$ cat config.mk
export PLATFORM = sky130hd
export DESIGN_NAME = cdb_arb
export DESIGN_NICKNAME = d
export VERILOG_FILES = /design/src/rtl/cdb_pkg.sv /design/src/rtl/rr_pick.sv /design/src/rtl/cdb_arb.sv
export SDC_FILE = /design/constraint.sdc
export NUM_CORES = 1
export LEC_CHECK = 0
export ABC_AREA = 1
export BUFFER_PORTS_ARGS = -buffer_cell sky130_fd_sc_hd__buf_4
export CORE_ASPECT_RATIO = 1.2
export CORE_UTILIZATION = 54
export CTS_CLUSTER_DIAMETER = 50
export DETAILED_ROUTE_END_ITERATION = 10
export PLACE_DENSITY = 0.88
export SKIP_CTS_REPAIR_TIMING = 1
export SLEW_MARGIN = 20
export SYNTH_ARGS = -nofsm -noshare
export SYNTH_HDL_FRONTEND = slang
export SYNTH_SLANG_ARGS = --single-unit
$ cat constraint.sdc
create_clock -name clk -period 5.1 [get_ports clk]
set_input_delay 0.51 -clock clk [delete_from_list [all_inputs] [get_ports clk]]
set_output_delay 0.51 -clock clk [all_outputs]
set_load 0.01 [all_outputs]
$ cat src/rtl/cdb_pkg.sv
`default_nettype none
// ============================================================================
//  Module      : cdb_pkg
//  Description : Shared types and defaults for the common-data-bus arbiter.
//                cdb_lane_t describes one broadcast lane (valid, tag, data)
//                at the default widths; ptr_width() sizes the round-robin
//                pointer so that a single requester still gets one bit.
//  Revision    : 1.0 - initial release
// ============================================================================
package cdb_pkg;

    localparam int C_TAG_W   = 4;
    localparam int C_DATA_W  = 32;
    localparam int C_NUM_CDB = 2;

    typedef struct packed {
        logic                wr;
        logic [C_TAG_W-1:0]  tag;
        logic [C_DATA_W-1:0] wdata;
    } cdb_lane_t;

    function automatic int ptr_width(input int n);
        return (n > 1) ? $clog2(n) : 1;
    endfunction

endpackage
`default_nettype wire

$ cat src/rtl/rr_pick.sv
`default_nettype none
// ============================================================================
//  Module      : rr_pick
//  Description : Rotated find-first-set. Scans vec starting at index start,
//                wrapping from N-1 back to 0, and returns the first set bit.
//  Ports       : vec   - candidate vector
//                start - scan start index (must be < N)
//                grant - one-hot position of the first set bit found
//                found - high when any bit of vec is set
//  Revision    : 1.0 - initial release
// ============================================================================
module rr_pick #(
    parameter int N  = 4,
    parameter int PW = 2
) (
    input  logic [N-1:0]  vec,
    input  logic [PW-1:0] start,
    output logic [N-1:0]  grant,
    output logic          found
);

    // One extra bit so start+offset (< 2N) never overflows before the wrap.
    logic [PW:0] w_idx;

    always_comb begin
        grant = '0;
        found = 1'b0;
        w_idx = '0;
        for (int off = 0; off < N; off++) begin
            w_idx = {1'b0, start} + (PW+1)'(off);
            if (w_idx >= (PW+1)'(N)) begin
                w_idx = w_idx - (PW+1)'(N);
            end
            if (!found && vec[w_idx[PW-1:0]]) begin
                grant[w_idx[PW-1:0]] = 1'b1;
                found                = 1'b1;
            end
        end
    end

endmodule
`default_nettype wire

$ cat src/rtl/cdb_arb.sv
`default_nettype none
// ============================================================================
//  Module      : cdb_arb
//  Description : Common-data-bus arbiter. Grants up to NUM_CDB of NUM_REQ
//                execution-unit requesters per cycle in rotated round-robin
//                order (optional fixed priority for requester 0 on lane 0)
//                and broadcasts the granted tag/data one cycle later.
//  Ports       : clk, rst_n (async, active-low), flush (squash grants)
//                req/rdy      - per-requester request / grant handshake
//                tag/wdata    - per-requester result, packed requester-major
//                cdb_wr/cdb_tag/cdb_wdata - per-lane registered broadcast
//  Revision    : 1.0 - initial release
// ============================================================================
module cdb_arb
    import cdb_pkg::*;
#(
    parameter int TAG_W   = C_TAG_W,
    parameter int DATA_W  = C_DATA_W,
    parameter int NUM_REQ = 4,
    parameter int NUM_CDB = C_NUM_CDB,
    parameter int PRIO_EN = 0
) (
    input  logic                        clk,
    input  logic                        rst_n,
    input  logic                        flush,
    input  logic [NUM_REQ-1:0]          req,
    output logic [NUM_REQ-1:0]          rdy,
    input  logic [NUM_REQ*TAG_W-1:0]    tag,
    input  logic [NUM_REQ*DATA_W-1:0]   wdata,
    output logic [NUM_CDB-1:0]          cdb_wr,
    output logic [NUM_CDB*TAG_W-1:0]    cdb_tag,
    output logic [NUM_CDB*DATA_W-1:0]   cdb_wdata
);

    localparam int PW = ptr_width(NUM_REQ);

    if (NUM_CDB < 1 || NUM_CDB > NUM_REQ) begin : g_cfg_check
        $error("cdb_arb: NUM_CDB must satisfy 1 <= NUM_CDB <= NUM_REQ");
    end

    logic [PW-1:0]              r_rr_ptr;
    logic [PW-1:0]              w_rr_next;
    logic                       w_prio;
    logic [NUM_REQ-1:0]         w_vec0;
    logic [NUM_CDB-1:0]         w_lane_rr;
    logic [NUM_CDB-1:0][PW-1:0] w_gnt_idx;

    assign w_prio = (PRIO_EN != 0) && req[0] && !flush;
    assign w_vec0 = flush ? '0 : req;

    for (genvar k = 0; k < NUM_CDB; k++) begin : g_lane
        logic [NUM_REQ-1:0] w_vec;
        logic [NUM_REQ-1:0] w_pick;
        logic [NUM_REQ-1:0] w_gnt;
        logic [NUM_REQ-1:0] w_next;
        logic               w_found;
        logic               w_lane_gnt;
        logic [PW-1:0]      w_idx;
        logic [TAG_W-1:0]   w_tag;
        logic [DATA_W-1:0]  w_wdata;
        logic               r_wr;
        logic [TAG_W-1:0]   r_tag;
        logic [DATA_W-1:0]  r_wdata;

        // Each lane only sees requesters not already taken by earlier lanes,
        // so lane k ends up with the k-th requester in scan order.
        if (k == 0) begin : g_first
            assign w_vec = w_vec0;
        end else begin : g_chain
            assign w_vec = g_lane[k-1].w_next;
        end

        rr_pick #(
            .N  (NUM_REQ),
            .PW (PW)
        ) u_pick (
            .vec   (w_vec),
            .start (r_rr_ptr),
            .grant (w_pick),
            .found (w_found)
        );

        // A fixed-priority grant on lane 0 overrides the scan and is not a
        // round-robin grant, so it never moves the pointer.
        if (k == 0) begin : g_prio_lane
            assign w_gnt        = w_prio ? NUM_REQ'(1) : w_pick;
            assign w_lane_gnt   = w_prio | w_found;
            assign w_lane_rr[k] = !w_prio && w_found;
        end else begin : g_rr_lane
            assign w_gnt        = w_pick;
            assign w_lane_gnt   = w_found;
            assign w_lane_rr[k] = w_found;
        end

        assign w_next       = w_vec & ~w_gnt;
        assign w_gnt_idx[k] = w_idx;

        // One-hot grant to index and data mux; grant is one-hot or zero.
        always_comb begin
            w_idx   = '0;
            w_tag   = '0;
            w_wdata = '0;
            for (int i = 0; i < NUM_REQ; i++) begin
                if (w_gnt[i]) begin
                    w_idx   = PW'(i);
                    w_tag   = tag[i*TAG_W +: TAG_W];
                    w_wdata = wdata[i*DATA_W +: DATA_W];
                end
            end
        end

        always_ff @(posedge clk or negedge rst_n) begin
            if (!rst_n) begin
                r_wr    <= 1'b0;
                r_tag   <= '0;
                r_wdata <= '0;
            end else begin
                r_wr <= w_lane_gnt;
                if (w_lane_gnt) begin
                    r_tag   <= w_tag;
                    r_wdata <= w_wdata;
                end
            end
        end

        assign cdb_wr[k]                      = r_wr;
        assign cdb_tag[k*TAG_W +: TAG_W]      = r_tag;
        assign cdb_wdata[k*DATA_W +: DATA_W]  = r_wdata;
    end

    // Every bit removed across the lane chain was granted.
    assign rdy = w_vec0 & ~g_lane[NUM_CDB-1].w_next;

    // Pointer follows the last round-robin grant; lanes are in scan order,
    // so the highest granting lane wins.
    always_comb begin
        w_rr_next = r_rr_ptr;
        for (int k = 0; k < NUM_CDB; k++) begin
            if (w_lane_rr[k]) begin
                w_rr_next = (w_gnt_idx[k] == PW'(NUM_REQ-1)) ? '0
                                                             : w_gnt_idx[k] + PW'(1);
            end
        end
    end

    always_ff @(posedge clk or negedge rst_n) begin
        if (!rst_n) begin
            r_rr_ptr <= '0;
        end else begin
            r_rr_ptr <= w_rr_next;
        end
    end

endmodule
`default_nettype wire

==> results by group <==
Power and ir drop
  • Net Sw Frac: 0.543
  • Sequential power share: 0.169
  • Pint: 3.12 mW
  • Comb pwr share: 0.728
  • VDD IR max: 0.000581 V
  • Clock Power Share: 0.103
  • NetSw: 3.72 mW
  • Pleak: 4.12 nW
  • Pwr dens: 886 nW/um2

Critical path
  • RR Endpoint: g_lane[1].r_wdata[28]
  • Reg2Reg Depth: 21
  • Critical Path Sink Type: output pin
  • Critical path fanouts, max: 40
  • Setup crit start kind: flip-flop
  • Kind of critical path: flip-flop to output pin
  • R2r startpoint: r_rr_ptr[0]
  • Reg2reg setup slack: 990 ps
  • Arr. time, crit path: 3910 ps
  • Critical Path RT: 4590 ps

Timing
  • Setup TNS: 0 ps
  • Worst slew pin tran: 940 ps
  • Peak Freq: 0.226 GHz
  • Clock skew: 5.38 ps
  • RSZ-0062 raised after global routing: false
  • Period minus WS final: 4420 ps
  • Final Cycle Share: 0.866
  • Worst slew margin: 0.373
  • Final Hold Viols: 0
  • Final setup fails: 0
  • Slew Viols, Final: 0
  • Worst hold slack: 107 ps

Route
  • DRT iter0 DRCs: 819
  • WL per Instance: 17.7 um
  • DR DRC count: 0
  • Total number of vias: 6991
  • Detail Route Antenna Nets: 0
  • Via density: 5.86
  • TritonRoute pass-1 iters: 7
  • WL final: 21100 um

Placement
  • I/O Buffers: 228
  • GPL Wtd Cong: 0.954
  • Post-DP HPWL: 14400 um

Clock tree
  • Clock root cell: clkbuf_16
  • Worst-skew pair later-pin latency: 340 ps
  • Total CTS buffers: 9
  • Clk sink count: 76
  • Worst-path clk slew: 60 ps
  • H-tree Lvls: 3
  • Clock Path Buffers: 2
  • CTS tree: built

Die
  • Initial Util: 0.562
  • Die width: 95.9 um
  • Ports: 229
  • Die Area: 11000 um2
  • Core ar.: 10200 um2
  • Die Y: 115 um
  • Std cell rows: 40

Synthesis
  • Post-Syn Nets: 1026
  • Fraction of registers with async set/reset: 1.00
  • Mapped cell area: 5710 um2
  • Synthesized flop and latch total: 76
  • Top cell type's share of synthesized area: 0.333
  • Synth warn: 0
  • Post-synth EDFFs: 0
  • Cell accounting for the most synthesized area: dfrtp_1
  • Unique masters post-synth: 30
  • Syn_area_per_cell: 6.58 um2
  • Synth Flop Type: dfrtp_1
  • Top cells by area, synth: dfrtp_1 (33%), nand2_1 (19%), nand3_1 (18%), a21oi_1 (5.1%), inv_1 (3.6%)
  • Mapped Cells: 868
  • Post-synthesis sequential area ratio: 0.333

Layout
  • # fillers: 835
  • Multi-input gate area: 3310 um2
  • Layout cells sized above 1: 0.283
  • Area Overhead vs Synth: 35.1%
  • Fin nets: 1221
  • Register area: 1900 um2
  • Antenna cells: 0

Global routing
  • Initial antenna violation count: 0
  • First-pass GRT wire length: 32500 um
  • Total Routing Usage GR: 0.386
  • Pin count of the biggest net entering global routing: 77
  • Total gr overflow: 0
  • Number of global-route vias before repair: 6662

Outcome
  • Outcome: finished clean

Flow run
  • Number of max-cap violations: 0

Min path
  • Hold WC Path Type: input pin to asynchronous set/reset pin
registers in the layout, summed over array words and instances (netlist names):
| signal | flops |
|---|---|
| r_rr_ptr | 2 |
| g_lane.r_tag | 8 |
| g_lane.r_wr | 2 |
| g_lane.r_wdata | 64 |
how the worst max path moves through the flow:
stage / from / to / cells past startpoint
5_1_grt: r_rr_ptr[1] / rdy[1] / 18
4_1_cts: r_rr_ptr[0] / rdy[1] / 19
2_1_floorplan: r_rr_ptr[1] / rdy[1] / 20
6_report: r_rr_ptr[0] / rdy[1] / 19
3_3_place_gp: r_rr_ptr[0] / r_rr_ptr[1] / 19
3_5_place_dp: r_rr_ptr[0] / rdy[1] / 19
synth_stat cells (2+ instances only):
| cell type | instances |
|---|---|
| a21oi_1 | 58 |
| buf_8 | 2 |
| nand2_1 | 291 |
| nor2_2 | 3 |
| nand3b_1 | 3 |
| dfrtp_1 | 76 |
| nand3_2 | 12 |
| buf_2 | 18 |
| nor2_1 | 17 |
| buf_4 | 8 |
| ha_1 | 7 |
| nand3_1 | 209 |
| inv_1 | 55 |
| o211ai_1 | 2 |
| nand2_2 | 3 |
| clkbuf_1 | 23 |
| nor2_8 | 2 |
| nand2_4 | 5 |
| nand4_1 | 4 |
| o21ai_0 | 41 |
| nor2_4 | 2 |
| a21oi_2 | 15 |
| inv_2 | 3 |
| buf_6 | 3 |
worst max-delay path: stages (launching register included):
cell and delay (ps):
dfrtp_1 580, inv_2 200, ha_1 430, inv_1 160, nand2_1 100, nand2_1 120
nand3_1 110, o21ai_0 90, nor2_1 200, nand3b_1 170, nand2_1 120, nand2_1 70
nand2_2 140, nand3_2 120, nor2_1 140, nor2_2 60, nand2_4 390, o211ai_1 150
inv_1 80, buf_4 120
power by group through the flow:
stage / logic (mW) / registers (mW) / clock network [mW]
2_1_floorplan: 3.37 / 1.26 / 0
4_1_cts: 4.89 / 1.15 / 0.704
3_3_place_gp: 4.78 / 1.15 / 0
3_5_place_dp: 4.87 / 1.15 / 0
6_report: 4.98 / 1.16 / 0.701
5_1_grt: 5.46 / 1.19 / 0.723
kinds of logic after synthesis:
logic type | count (synthesis) | share of synthesized area
AO/OA/AOI/OAI | 120 | 0.117
flip-flops | 76 | 0.333
AND/OR/NAND/NOR | 552 | 0.443
adder cells (fa/ha/maj) | 7 | 0.0153
buffers and inverters | 113 | 0.0913
routing by layer:
metal | vias up | track usage | part of all wire
li1 | 3252 | - | -
met1 | 3128 | 0.488 | 0.39
met2 | 512 | 0.611 | 0.46
met3 | 99 | 0.0691 | 0.11
met4 | 0 | 0.225 | 0.046
met5 | - | 0 | 0
stage by stage:
step / area [um2] / setup WS [ps] / utilization / power (mW) / instances
after floorplan: 5710 / 1720 / - / 4.62 / 868
after global routing: 7720 / 341 / 0.760 / 7.37 / 1194
after detailed placement: 7370 / 1120 / 0.725 / 6.02 / 1177
after CTS: 7690 / 736 / 0.757 / 6.74 / 1193
after global placement: 7370 / 1120 / 0.725 / 5.93 / 1177
final: 7720 / 683 / 0.760 / 6.84 / 1194
cell type report:
class                           count  area share
Inverter                           58      0.0282
Clock inverter                      4     0.00940
Tap cell                          126      0.0204
Sequential cell                    76       0.246
Multi-Input combinational cell    679       0.429
Timing Repair Buffer              239       0.235
Clock buffer                       12      0.0319
placed cells by master (no fill, tap or decap), drive strengths merged:
cell	synthesis	final
a21oi	73	73
a22oi	1	1
and2	1	1
buf	32	239
bufinv	0	2
clkbuf	23	12
clkinv	0	1
clkinvlp	0	1
dfrtp	76	76
ha	7	7
inv	58	58
nand2	299	299
nand3	221	221
nand3b	3	3
nand4	4	4
nor2	24	24
o211ai	2	2
o21a	1	1
o21ai	42	42
o311ai	1	1
Power figures use the tool's default switching activity.
